[config.mk]
export PLATFORM = sky130hd
export DESIGN_NAME = muldiv_unit
export DESIGN_NICKNAME = d
export VERILOG_FILES = /design/src/rtl/muldiv_pkg.sv /design/src/rtl/muldiv_iter.sv /design/src/rtl/muldiv_unit.sv
export SDC_FILE = /design/constraint.sdc
export NUM_CORES = 1
export LEC_CHECK = 0
export BUFFER_PORTS_ARGS = -buffer_cell sky130_fd_sc_hd__buf_2
export CAP_MARGIN = 20
export CORE_MARGIN = 2
export CORE_UTILIZATION = 40
export DETAILED_ROUTE_END_ITERATION = 10
export PLACE_DENSITY = 0.64
export SLEW_MARGIN = 20
export SYNTH_ARGS = -nofsm -noshare
export SYNTH_HDL_FRONTEND = slang
export SYNTH_HIERARCHICAL = 1
export SYNTH_SLANG_ARGS = --single-unit
export TNS_END_PERCENT = 5
[constraint.sdc]
create_clock -name clk -period 4.3 [get_ports clk]
set_input_delay 0.215 -clock clk [delete_from_list [all_inputs] [get_ports clk]]
set_output_delay 0.215 -clock clk [all_outputs]
set_load 0.02 [all_outputs]
[src/rtl/muldiv_pkg.sv]
// Shared definitions for the iterative multiply/divide unit: op encodings,
// FSM state type and the default operand width.
package muldiv_pkg;

    localparam int DEFAULT_WIDTH = 32;

    localparam logic [1:0] OP_MULT  = 2'd0;
    localparam logic [1:0] OP_MULTU = 2'd1;
    localparam logic [1:0] OP_DIV   = 2'd2;
    localparam logic [1:0] OP_DIVU  = 2'd3;

    typedef enum logic [1:0] {
        IDLE = 2'd0,
        CALC = 2'd1,
        DONE = 2'd2
    } state_t;

endpackage

[src/rtl/muldiv_iter.sv]
// One iteration of the multiply/divide datapath: radix-2 shift-add for
// multiply, one restoring quotient bit for divide. Purely combinational.
module muldiv_iter #(
    parameter int WIDTH = 32
) (
    input  logic             is_div,
    input  logic [WIDTH-1:0] acc_hi,
    input  logic [WIDTH-1:0] acc_lo,
    input  logic [WIDTH-1:0] opnd,
    output logic [WIDTH-1:0] nxt_hi,
    output logic [WIDTH-1:0] nxt_lo
);

    logic [WIDTH:0] sum;
    logic [WIDTH:0] shifted;
    logic [WIDTH:0] diff;

    always_comb begin
        // Multiply: {acc_hi, acc_lo} holds {partial product, remaining multiplier bits}.
        sum     = {1'b0, acc_hi} + (acc_lo[0] ? {1'b0, opnd} : '0);
        // Divide: acc_hi is the partial remainder, acc_lo shifts dividend out / quotient in.
        shifted = {acc_hi, acc_lo[WIDTH-1]};
        diff    = shifted - {1'b0, opnd};
        nxt_hi  = sum[WIDTH:1];
        nxt_lo  = {sum[0], acc_lo[WIDTH-1:1]};
        if (is_div) begin
            nxt_hi = diff[WIDTH] ? shifted[WIDTH-1:0] : diff[WIDTH-1:0];
            nxt_lo = {acc_lo[WIDTH-2:0], ~diff[WIDTH]};
        end
    end

endmodule

[src/rtl/muldiv_unit.sv]
// Iterative MIPS-style HI/LO multiply/divide unit, WIDTH cycles per operation.
// Define MULDIV_SIGNED_EN to make OP_MULT/OP_DIV signed; otherwise they act unsigned.
module muldiv_unit
    import muldiv_pkg::*;
#(
    parameter int WIDTH = DEFAULT_WIDTH
) (
    input  logic             clk,
    input  logic             rst,
    input  logic             start,
    input  logic [1:0]       op,
    input  logic [WIDTH-1:0] a,
    input  logic [WIDTH-1:0] b,
    input  logic             flush,
    input  logic             mthi,
    input  logic             mtlo,
    input  logic [WIDTH-1:0] wdata,
    output logic             busy,
    output logic             done,
    output logic             div_zero,
    output logic [WIDTH-1:0] hi,
    output logic [WIDTH-1:0] lo,
    output logic [1:0]       state_dbg
);

    localparam int CW = $clog2(WIDTH);
    localparam logic [CW-1:0] LAST = CW'(WIDTH - 1);

    state_t           state, state_nxt;
    logic [CW-1:0]    cnt;
    logic             accept, last, is_div_op;
    logic             is_div, zero_div;
    logic [WIDTH-1:0] acc_hi, acc_lo, opnd;
    logic [WIDTH-1:0] nxt_hi, nxt_lo;
    logic [WIDTH-1:0] mag_a, mag_b;
    logic [WIDTH-1:0] quo, rem, res_hi, res_lo;
    logic [2*WIDTH-1:0] prod;
`ifdef MULDIV_SIGNED_EN
    logic             signed_op, a_neg, b_neg;
    logic             neg_q, neg_r;
`endif

    // Handshake: start is only a request; it is taken when accept is high
    // (IDLE or DONE), and silently ignored while busy.
    assign accept    = start && (state == IDLE || state == DONE);
    assign last      = (cnt == LAST);
    assign is_div_op = (op == OP_DIV) || (op == OP_DIVU);

    always_ff @(posedge clk) begin
        if (rst) state <= IDLE;
        else     state <= state_nxt;
    end

    always_comb begin
        state_nxt = state;
        case (state)
            IDLE:    if (start) state_nxt = CALC;
            CALC:    if (flush) state_nxt = IDLE;
                     else if (last) state_nxt = DONE;
            DONE:    state_nxt = start ? CALC : IDLE;
            default: state_nxt = IDLE;
        endcase
    end

    always_comb begin
        busy      = (state == CALC);
        done      = (state == DONE);
        state_dbg = state;
    end

    always_comb begin
`ifdef MULDIV_SIGNED_EN
        signed_op = (op == OP_MULT) || (op == OP_DIV);
        a_neg     = signed_op && a[WIDTH-1];
        b_neg     = signed_op && b[WIDTH-1];
        mag_a     = a_neg ? -a : a;
        mag_b     = b_neg ? -b : b;
`else
        mag_a     = a;
        mag_b     = b;
`endif
    end

    muldiv_iter #(.WIDTH(WIDTH)) u_iter (
        .is_div (is_div),
        .acc_hi (acc_hi),
        .acc_lo (acc_lo),
        .opnd   (opnd),
        .nxt_hi (nxt_hi),
        .nxt_lo (nxt_lo)
    );

    // Final result is formed from the last iteration's output so HI/LO load on that same edge.
    always_comb begin
`ifdef MULDIV_SIGNED_EN
        prod = neg_q ? -{nxt_hi, nxt_lo} : {nxt_hi, nxt_lo};
        quo  = neg_q ? -nxt_lo : nxt_lo;
        rem  = neg_r ? -nxt_hi : nxt_hi;
`else
        prod = {nxt_hi, nxt_lo};
        quo  = nxt_lo;
        rem  = nxt_hi;
`endif
        res_hi = is_div ? rem : prod[2*WIDTH-1:WIDTH];
        res_lo = is_div ? (zero_div ? '1 : quo) : prod[WIDTH-1:0];
    end

    always_ff @(posedge clk) begin
        if (rst) begin
            cnt      <= '0;
            is_div   <= 1'b0;
            zero_div <= 1'b0;
            acc_hi   <= '0;
            acc_lo   <= '0;
            opnd     <= '0;
            hi       <= '0;
            lo       <= '0;
            div_zero <= 1'b0;
`ifdef MULDIV_SIGNED_EN
            neg_q    <= 1'b0;
            neg_r    <= 1'b0;
`endif
        end else if (accept) begin
            cnt      <= '0;
            is_div   <= is_div_op;
            zero_div <= is_div_op && (b == '0);
            acc_hi   <= '0;
            acc_lo   <= mag_a;
            opnd     <= mag_b;
            div_zero <= 1'b0;
`ifdef MULDIV_SIGNED_EN
            neg_q    <= a_neg ^ b_neg;
            neg_r    <= a_neg;
`endif
        end else if (state == CALC) begin
            if (!flush) begin
                acc_hi <= nxt_hi;
                acc_lo <= nxt_lo;
                cnt    <= cnt + 1'b1;
                if (last) begin
                    hi       <= res_hi;
                    lo       <= res_lo;
                    div_zero <= zero_div;
                end
            end
        end else begin
            if (mthi) hi <= wdata;
            if (mtlo) lo <= wdata;
        end
    end

endmodule

==> results.sh, run 1 <==
export IMPL_cap_violations=0
export IMPL_grt_util_all_layers=0.247
export IMPL_synth_mux_area_frac=0.0585
export IMPL_clk_pin_slew_ns=0.07
export IMPL_drt_vias_per_instance=5.78
export IMPL_synthAdderAreaFrac=0.0734
export IMPL_synth_ff_type="dfxtp_1"
export IMPL_place_congestion=0.932
export IMPL_hp_start="op[1]"
export IMPL_clock_latency_ns=0.45
export IMPL_synthMostInstantiatedCell="nand2_1"
export IMPL_ctsResizeCount=0
export IMPL_syn_inst=1534
export IMPL_worst_hold_path_endpoint="is_div"
export IMPL_post_route_drc_count=0
export IMPL_ys_seq_area_frac=0.288
export IMPL_dpl_cell_area_um2=12800
export IMPL_wl_per_cell_um=19.1
export IMPL_p_leak_uw=0.00558
export IMPL_hold_path_class="input port to flip-flop"
export IMPL_peakVddDrop_v=0.000241
export IMPL_ys_top_cells_by_area="dfxtp_1, nand2_1, a21oi_1, ha_1, a311oi_2"
export IMPL_fin_nets=1805
export IMPL_hpwlAfterDp_um=28000
export IMPL_powerDensity_nw_per_um2=326
export IMPL_synth_xor_area_frac=0.0416
export IMPL_yosysWarnings=6
export IMPL_grt_pass1_vias=11283
export IMPL_io_pins=173
export IMPL_min_period_ns=3.93
export IMPL_htreeDepth=4
export IMPL_fin_cells=2030
export IMPL_crit_fanout=20
export IMPL_clockBufferDepth=2
export IMPL_wl_met1_um=17900
export IMPL_post_synth_and_or_nand_nor_area_fraction=0.193
export IMPL_dr_wl_met2_um=17300
export IMPL_synth_area_um2=11800
export IMPL_r2r_end="hi[6]"
export IMPL_slew_limit_headroom=0.364
export IMPL_synth_seq_cells=170
export IMPL_die_area_um2=30900
export IMPL_syn2layout_area_growth_pct=14.0
export IMPL_synth_top_family_by_area="compound AO/OA/AOI/OAI gates"
export IMPL_grt_max_degree=87
export IMPL_outcome="finished clean"
export IMPL_fin_worst_skew_ns=0.0131
export IMPL_start_kind="flip-flop"
export IMPL_yosysTopAreaCell="dfxtp_1"
export IMPL_vias=11729
export IMPL_antenna_found_initial=0
export IMPL_fp_row_count=62
export IMPL_die_x_um=176
export IMPL_cts_sinks=170
export IMPL_drtAntennaViolNets=0
export IMPL_wirelength_um=38700
export IMPL_wl_met3_um=2620
export IMPL_critPathKind="flip-flop to flip-flop"
export IMPL_end_kind="flip-flop"
export IMPL_top_layer_used="met4"
export IMPL_syn_area_per_cell_um2=7.69
export IMPL_yosys_area_top_type_share=0.288
export IMPL_netlist_top_cells_count="nand2_1, a21oi_1, dfxtp_1, clkbuf_1, nor2_1"
export IMPL_drt_iter0_drc=864
export IMPL_synth_edf_count=0
export IMPL_grt_first_pass_wirelength_um=61300
export IMPL_worstMarginPinSlew_ns=0.953
export IMPL_final_hold_viol_count=0
export IMPL_core_um2=28900
export IMPL_final_area_um2=13500
export IMPL_placed_cells=1997
export IMPL_firstDrtPassIters=7
export IMPL_tns_ns=0
export IMPL_fmax_mhz=255
export IMPL_finalSetupViolations=0
export IMPL_min_path_cells=3
export IMPL_die_h_um=176
export IMPL_tritoncts="done"
export IMPL_syn_nets=1706
export IMPL_finalCritPeriodShare=0.913
export IMPL_grt_overflow_total=0
export IMPL_slew_viol_final=0
export IMPL_r2r_start="acc_lo[31]"
export IMPL_layout_drive_gt1_share=0.187
export IMPL_synthArstFlopShare=0
export IMPL_antennaDiodeCount=0
export IMPL_numPortBuffers=171
export IMPL_arrival_ns=4.28
export IMPL_crit_required_ns=4.66
export IMPL_start_util=0.409
export IMPL_grt_setup_unrepaired="false"
export IMPL_synth_cell_type_count=65
export IMPL_numCtsBuffers=17
export IMPL_synth_compound_area_frac=0.283
export IMPL_reg2reg_depth=15
export IMPL_rrSetupSlack_ns=0.37
export IMPL_clock_root_buffer="clkbuf_16"
[layout make-up]
type                       instances  area, µm²
fill                            2959      15400
multi-input combinational       1193       7690
sequential                       170       3410
timing repair buffer             199       1070
tap                              384        480
clock buffer                      19        443
inverter                          52        195
clock inverter                    13        166
[placed cells by master, fill, tap and decap left out, types with 33 or more instances in the layout]
| cell | count |
|---|---|
| ha_1 | 66 |
| buf_2 | 170 |
| o211ai_1 | 37 |
| inv_1 | 50 |
| o221ai_1 | 35 |
| a21oi_1 | 172 |
| nor2_1 | 81 |
| a311oi_1 | 37 |
| o21ai_0 | 49 |
| mux2i_1 | 33 |
| and2_1 | 37 |
| dfxtp_1 | 169 |
| nand2_1 | 325 |
[state kept, by name, summed over array words and instances (netlist names)]
signal and count:
zero_div 1, acc_hi 32, hi 32, is_div 1
cnt 5, div_zero 1, lo 32, opnd 32
state_dbg 2, acc_lo 32
[logic make-up (layout without fill, tap and decap cells)]
kind of cell / count (synthesis) / after routing
simple gates: 529 / 529
xor+xnor: 56 / 56
compound gates: 475 / 475
mux: 65 / 65
flops: 170 / 170
fa+ha+maj: 68 / 68
buf+inv: 171 / 283
[per-stage QoR]
| step | total power (µW) | setup WS [ns] | utilization | hold slack (ns) |
|---|---|---|---|---|
| 2_1_floorplan | 2440 | 1.24 | - | 0.351 |
| 3_3_place_gp | 2740 | 0.554 | 0.445 | 0.446 |
| 3_5_place_dp | 2750 | 0.473 | 0.445 | 0.458 |
| 4_1_cts | 4390 | 0.433 | 0.466 | 0.00421 |
| 5_1_grt | 4560 | 0.193 | 0.466 | 0.0190 |
| 6_report | 4380 | 0.372 | 0.466 | 0.0152 |
[timing repair]
item,in CTS,in global routing
hold buffers,1,0
buffers inserted,0,0
endpoints found under the hold margin,1,0
[per-layer routing]
metal  vias up  global-route usage
met4         0              0.0799
met1      5577               0.346
li1       5700                   -
met2       398               0.389
met3        54              0.0394
met5         -                   0
[worst max path at each step]
stage          startpoint      to  slack [ns]  depth (start not counted)
5_1_grt        acc_lo[31]  hi[17]        0.19                         15
2_1_floorplan  acc_lo[31]  hi[16]        1.24                         16
3_3_place_gp   acc_lo[31]  hi[17]        0.55                         15
4_1_cts        acc_lo[31]  hi[17]        0.43                         15
3_5_place_dp   acc_lo[31]  hi[17]        0.47                         15
6_report       acc_lo[31]   hi[6]        0.37                         15
[where the power goes]
group / switching (µW) / internal [µW]
sequential: 80.4 / 1670
combinational: 625 / 358
clock: 711 / 935
total: 1420 / 2960
[critical path, cell delays in order (launching register included)]
cell      delay [ns]
dfxtp_1         0.33
inv_1           0.09
ha_1            0.24
fa_1            0.41
inv_1           0.11
a21oi_1         0.07
o21ai_0         0.39
a21o_2          0.29
a21oi_2         0.13
nor4_1          0.36
or3_1           0.18
buf_4           0.36
mux2i_1         0.12
a21oi_1         0.36
nand2_1         0.12
a311oi_2        0.25
(Power assumes the default switching activity.)
==> run 2, diff against run 1 <==
CORE_ASPECT_RATIO = 1.1   (was not set)
PLACE_DENSITY = 0.6   (was 0.64)
clock period = 3.95 ns   (was 4.3 ns; I/O delays follow)
==> run 2 against run 1 <==
  * Flip-flop and latch count unchanged
  * Final cell count is 0.39% lower
  * Design area up 1.1%
  * Hold slack worse by 0.0026 ns
  * Clock skew fell by 0.0035 ns
  * Count of clock-buffer cells in the layout is 1 higher
  * Global-route usage increased by 0.19 points
  * Register-to-register slack worse by 0.11 ns
  * Core utilization rose by 0.51 points
  * Highest routed layer unchanged
==> results.sh, run 2 (synthesis results as in run 1) <==
export IMPL_place_congestion=0.903
export IMPL_die_h_um=184
export IMPL_numCtsBuffers=17
export IMPL_layout_common_cells="nand2_1, a21oi_1, buf_2"
export IMPL_crit_family="compound AO/OA/AOI/OAI gates"
export IMPL_worstMarginPinSlew_ns=0.907
export IMPL_grt_max_degree=72
export IMPL_fillCellCount=2877
export IMPL_fin_worst_skew_ns=0.00965
export IMPL_syn2layout_area_growth_pct=15.3
export IMPL_start_util=0.409
export IMPL_crit_required_ns=4.30
export IMPL_post_route_drc_count=0
export IMPL_fmax_mhz=271
export IMPL_min_period_ns=3.69
export IMPL_fin_nets=1813
export IMPL_finalSetupViolations=0
export IMPL_fp_row_count=65
export IMPL_path_cells="inv_1 -> ha_1 -> nand2_1 -> o21ai_0 -> nor2_1 -> nand2_1 -> o21ai_0 -> o21a_1 -> or3_1 -> buf_12 -> mux2i_1 -> mux2i_1 -> nand2_1 -> a311oi_2"
export IMPL_vias=11627
export IMPL_start_kind="flip-flop"
export IMPL_outcome="finished clean"
export IMPL_tritoncts="done"
export IMPL_clk_pin_slew_ns=0.07
export IMPL_clock_root_buffer="clkbuf_16"
export IMPL_finalCritPeriodShare=0.934
export IMPL_slowest_delay_ns=0.47
export IMPL_htreeDepth=4
export IMPL_die_x_um=168
export IMPL_grt_util_all_layers=0.249
export IMPL_cp_slowest_cell="or3_1"
export IMPL_grt_first_pass_wirelength_um=61900
export IMPL_die_area_um2=30900
export IMPL_cp_common_cell="nand2_1"
export IMPL_crit_fanout=16
export IMPL_drtAntennaViolNets=0
export IMPL_cap_violations=0
export IMPL_tns_ns=0
export IMPL_hold_path_class="input port to flip-flop"
export IMPL_grt_overflow_total=0
export IMPL_path_buf_inv=2
export IMPL_p_leak_uw=0.00567
export IMPL_slew_limit_headroom=0.395
export IMPL_antennaDiodeCount=0
export IMPL_layout_drive_gt1_share=0.189
export IMPL_final_common_cell="nand2_1"
export IMPL_drt_vias_per_instance=5.75
export IMPL_slew_viol_final=0
export IMPL_multi_input_area_um2=7700
export IMPL_clock_latency_ns=0.43
export IMPL_clockBufferDepth=2
export IMPL_arrival_ns=4.04
export IMPL_end_kind="flip-flop"
export IMPL_peakVddDrop_v=0.000247
export IMPL_final_hold_viol_count=0
export IMPL_wl_per_cell_um=19.1
export IMPL_critPathKind="flip-flop to flip-flop"
export IMPL_numPortBuffers=171
export IMPL_firstDrtPassIters=5
export IMPL_drt_iter0_drc=694
export IMPL_grt_setup_unrepaired="false"
export IMPL_io_pins=173
export IMPL_placed_cells=1986
export IMPL_powerDensity_nw_per_um2=365
export IMPL_wirelength_um=38700
export IMPL_seq_area_um2=3410
export IMPL_antenna_found_initial=0
export IMPL_grt_pass1_vias=11453
export IMPL_cts_sinks=170
export IMPL_core_um2=28900
export IMPL_hpwlAfterDp_um=27900
export IMPL_fin_cells=2022
## run 2: tightest hold or removal path, stage by stage
cell	delay, ns
buf_2	0.11
nand2_1	0.05
a21oi_1	0.05
## run 2: what timing repair did
action | CTS | global route
resized for setup | 0 | 3
hold buffers | 4 | 0
setup endpoints to repair | 0 | 18
hold endpoints to repair | 4 | 0
buffers inserted | 0 | 0
## run 2: final cells by class
type | count | share of cell area
flip-flops and latches | 170 | 0.250
multi-input cells | 1193 | 0.566
repair buffers | 207 | 0.0855
clock inverters | 12 | 0.0172
well taps | 368 | 0.0338
clock buffers | 20 | 0.0328
inverters | 52 | 0.0143
## run 2: worst paths after layout
| path | start | endpoint | slack [ns] | cells past startpoint |
|---|---|---|---|---|
| setup / recovery | opnd[23] | hi[16] | 0.26 | 14 |
| hold / removal | b[26] | opnd[26] | 0.01 | 3 |
| setup reg to reg | opnd[23] | hi[16] | 0.26 | 14 |
| hold reg to reg | cnt[4] | cnt[4] | 0.46 | 2 |
## run 2: per-layer routing
layer	wire [µm]	share of wire	global-route usage
met1	17600	0.46	0.328
met2	17600	0.45	0.411
met3	2380	0.062	0.0464
met4	1130	0.029	0.0866
met5	0	0	0
## run 2: through the flow
| step | power, µW | utilization | instance area [µm²] | hold WS [ns] | worst slack [ns] |
|---|---|---|---|---|---|
| after floorplan | 2660 | - | 11800 | 0.333 | 0.891 |
| after global placement | 3000 | 0.446 | 12900 | 0.448 | 0.285 |
| after detailed placement | 3000 | 0.446 | 12900 | 0.455 | 0.217 |
| after CTS | 4990 | 0.471 | 13600 | 0.00109 | 0.209 |
| after global routing | 5170 | 0.471 | 13600 | 0.0134 | 0.0159 |
| final | 4960 | 0.471 | 13600 | 0.0126 | 0.262 |
## run 2: power by group
| part | leakage, µW | internal, µW | switching, µW |
|---|---|---|---|
| clock | 0.000327 | 1220 | 764 |
| sequential | 0.00139 | 1820 | 83.4 |
| combinational | 0.00394 | 399 | 680 |
==> run 3, diff against run 2 <==
CORE_UTILIZATION = 55   (was 40)
CTS_BUF_LIST = sky130_fd_sc_hd__clkbuf_16   (was not set)
PLACE_DENSITY = 0.78   (was 0.6)
==> run 3 against run 2 <==
  * Sequential share of layout area is 0.57 points higher
  * Clock skew is 0.0061 ns higher
  * Sequential power hardly changed
  * Combinational power hardly changed
  * Highest routed layer unchanged
==> results.sh, run 3 (synthesis results as in run 1) <==
export IMPL_finalSetupViolations=0
export IMPL_fin_worst_skew_ns=0.0158
export IMPL_fillCellCount=1927
export IMPL_critPathKind="flip-flop to flip-flop"
export IMPL_seq_area_um2=3410
export IMPL_crit_fanout=23
export IMPL_arrival_ns=4.03
export IMPL_final_common_cell="nand2_1"
export IMPL_die_x_um=144
export IMPL_tns_ns=0
export IMPL_reg2reg_depth=15
export IMPL_min_period_ns=3.69
export IMPL_hp_start="b[17]"
export IMPL_layout_common_cells="nand2_1, a21oi_1, buf_2"
export IMPL_vias=11835
export IMPL_clk_pin_slew_ns=0.08
export IMPL_end_kind="flip-flop"
export IMPL_antenna_found_initial=0
export IMPL_hold_path_class="input port to flip-flop"
export IMPL_p_leak_uw=0.00557
export IMPL_worstMarginPinSlew_ns=1.13
export IMPL_drt_vias_per_instance=6.14
export IMPL_r2r_end="hi[20]"
export IMPL_wirelength_um=35900
export IMPL_fp_row_count=56
export IMPL_worst_hold_path_endpoint="opnd[17]"
export IMPL_numCtsBuffers=17
export IMPL_rrSetupSlack_ns=0.26
export IMPL_slew_viol_final=0
export IMPL_cap_violations=0
export IMPL_grt_setup_unrepaired="false"
export IMPL_start_kind="flip-flop"
export IMPL_drt_iter0_drc=907
export IMPL_die_area_um2=22600
export IMPL_tritoncts="done"
export IMPL_post_route_util=0.629
export IMPL_io_pins=173
export IMPL_die_h_um=158
export IMPL_core_um2=21200
export IMPL_grt_pass1_vias=11232
export IMPL_multi_input_area_um2=7690
export IMPL_clock_root_buffer="clkbuf_16"
export IMPL_powerDensity_nw_per_um2=356
export IMPL_wl_per_cell_um=18.6
export IMPL_grt_first_pass_wirelength_um=57600
export IMPL_htreeDepth=4
export IMPL_clock_latency_ns=0.44
export IMPL_drtAntennaViolNets=0
export IMPL_numPortBuffers=171
export IMPL_layout_drive_gt1_share=0.185
export IMPL_outcome="finished clean"
export IMPL_place_congestion=0.969
export IMPL_grt_overflow_total=0
export IMPL_start_util=0.558
export IMPL_post_route_drc_count=0
export IMPL_crit_required_ns=4.29
export IMPL_r2r_start="acc_lo[31]"
export IMPL_finalCritPeriodShare=0.935
export IMPL_grt_util_all_layers=0.318
export IMPL_hold_buffers=0
export IMPL_min_path_cells=3
export IMPL_fin_nets=1798
export IMPL_hpwlAfterDp_um=25700
export IMPL_firstDrtPassIters=5
export IMPL_cts_sinks=170
export IMPL_final_hold_viol_count=0
export IMPL_grt_max_degree=76
export IMPL_syn2layout_area_growth_pct=12.8
export IMPL_slew_limit_headroom=0.249
export IMPL_fmax_mhz=271
export IMPL_clockBufferDepth=2
export IMPL_peakVddDrop_v=0.000278
export IMPL_antennaDiodeCount=0
## run 3: cell types whose count changed in the layout (fill, tap and decap cells not counted), moves of 2 or more
cell / change
inv_8: +3
buf_4: -10
bufinv_16: -5
dlygate4sd3_1: -4
clkbuf_1: -2
clkinv_8: +5
## run 3: area by class of cell
| type | instances | share of cell area |
|---|---|---|
| flip-flops and latches | 170 | 0.256 |
| multi-input cells | 1193 | 0.578 |
| clock buffers | 17 | 0.0320 |
| clock inverters | 15 | 0.0150 |
| well taps | 290 | 0.0273 |
| repair buffers | 192 | 0.0773 |
| inverters | 52 | 0.0147 |
## run 3: worst max-delay path: stages, from the launching register on
cell,delay (ns)
dfxtp_1,0.33
inv_1,0.08
ha_1,0.24
fa_1,0.41
inv_1,0.09
a21oi_1,0.06
o21ai_1,0.25
a21o_2,0.26
a21oi_2,0.13
o21a_1,0.20
or3_1,0.42
buf_12,0.20
mux2i_1,0.14
a21oi_1,0.36
nand2_1,0.14
a311oi_2,0.26
## run 3: timing repair
action                                 CTS  global route
gates resized for setup                  0             3
setup endpoints to repair                0            11
setup buffers                            0             0
endpoints found under the hold margin    0             0
## run 3: routing by layer
layer  wire [µm]  up-vias  track usage
li1            -     5698            -
met1       15100     5568        0.417
met2       16700      495        0.525
met3        3050       74       0.0560
met4         992        0        0.116
met5           0        -            0
## run 3: through the flow
stage / hold slack, ns / instances / total power (µW) / area [µm²] / setup slack, ns
floorplan: 0.333 / 1534 / 2660 / 11800 / 0.891
global placement: 0.447 / 1897 / 2950 / 12700 / 0.342
detailed placement: 0.458 / 1897 / 2970 / 12700 / 0.267
CTS: 0.00267 / 1929 / 4730 / 13300 / 0.217
global route: 0.0109 / 1929 / 4910 / 13300 / 0.0289
finish: 0.0115 / 1929 / 4740 / 13300 / 0.258
## run 3: report_power, final
group	switching [µW]	internal [µW]
Clock	855	922
Sequential	87.1	1820
Combinational	667	389
## run 3: how the worst max path moves through the flow
| stage | startpoint | to | slack [ns] | cells past startpoint |
|---|---|---|---|---|
| after CTS | acc_lo[31] | hi[16] | 0.22 | 15 |
| after floorplan | acc_lo[31] | hi[16] | 0.89 | 16 |
| after detailed placement | acc_lo[31] | hi[16] | 0.27 | 15 |
| final | acc_lo[31] | hi[20] | 0.26 | 15 |
| after global placement | acc_lo[31] | hi[16] | 0.34 | 15 |
| after global routing | opnd[23] | hi[18] | 0.03 | 12 |
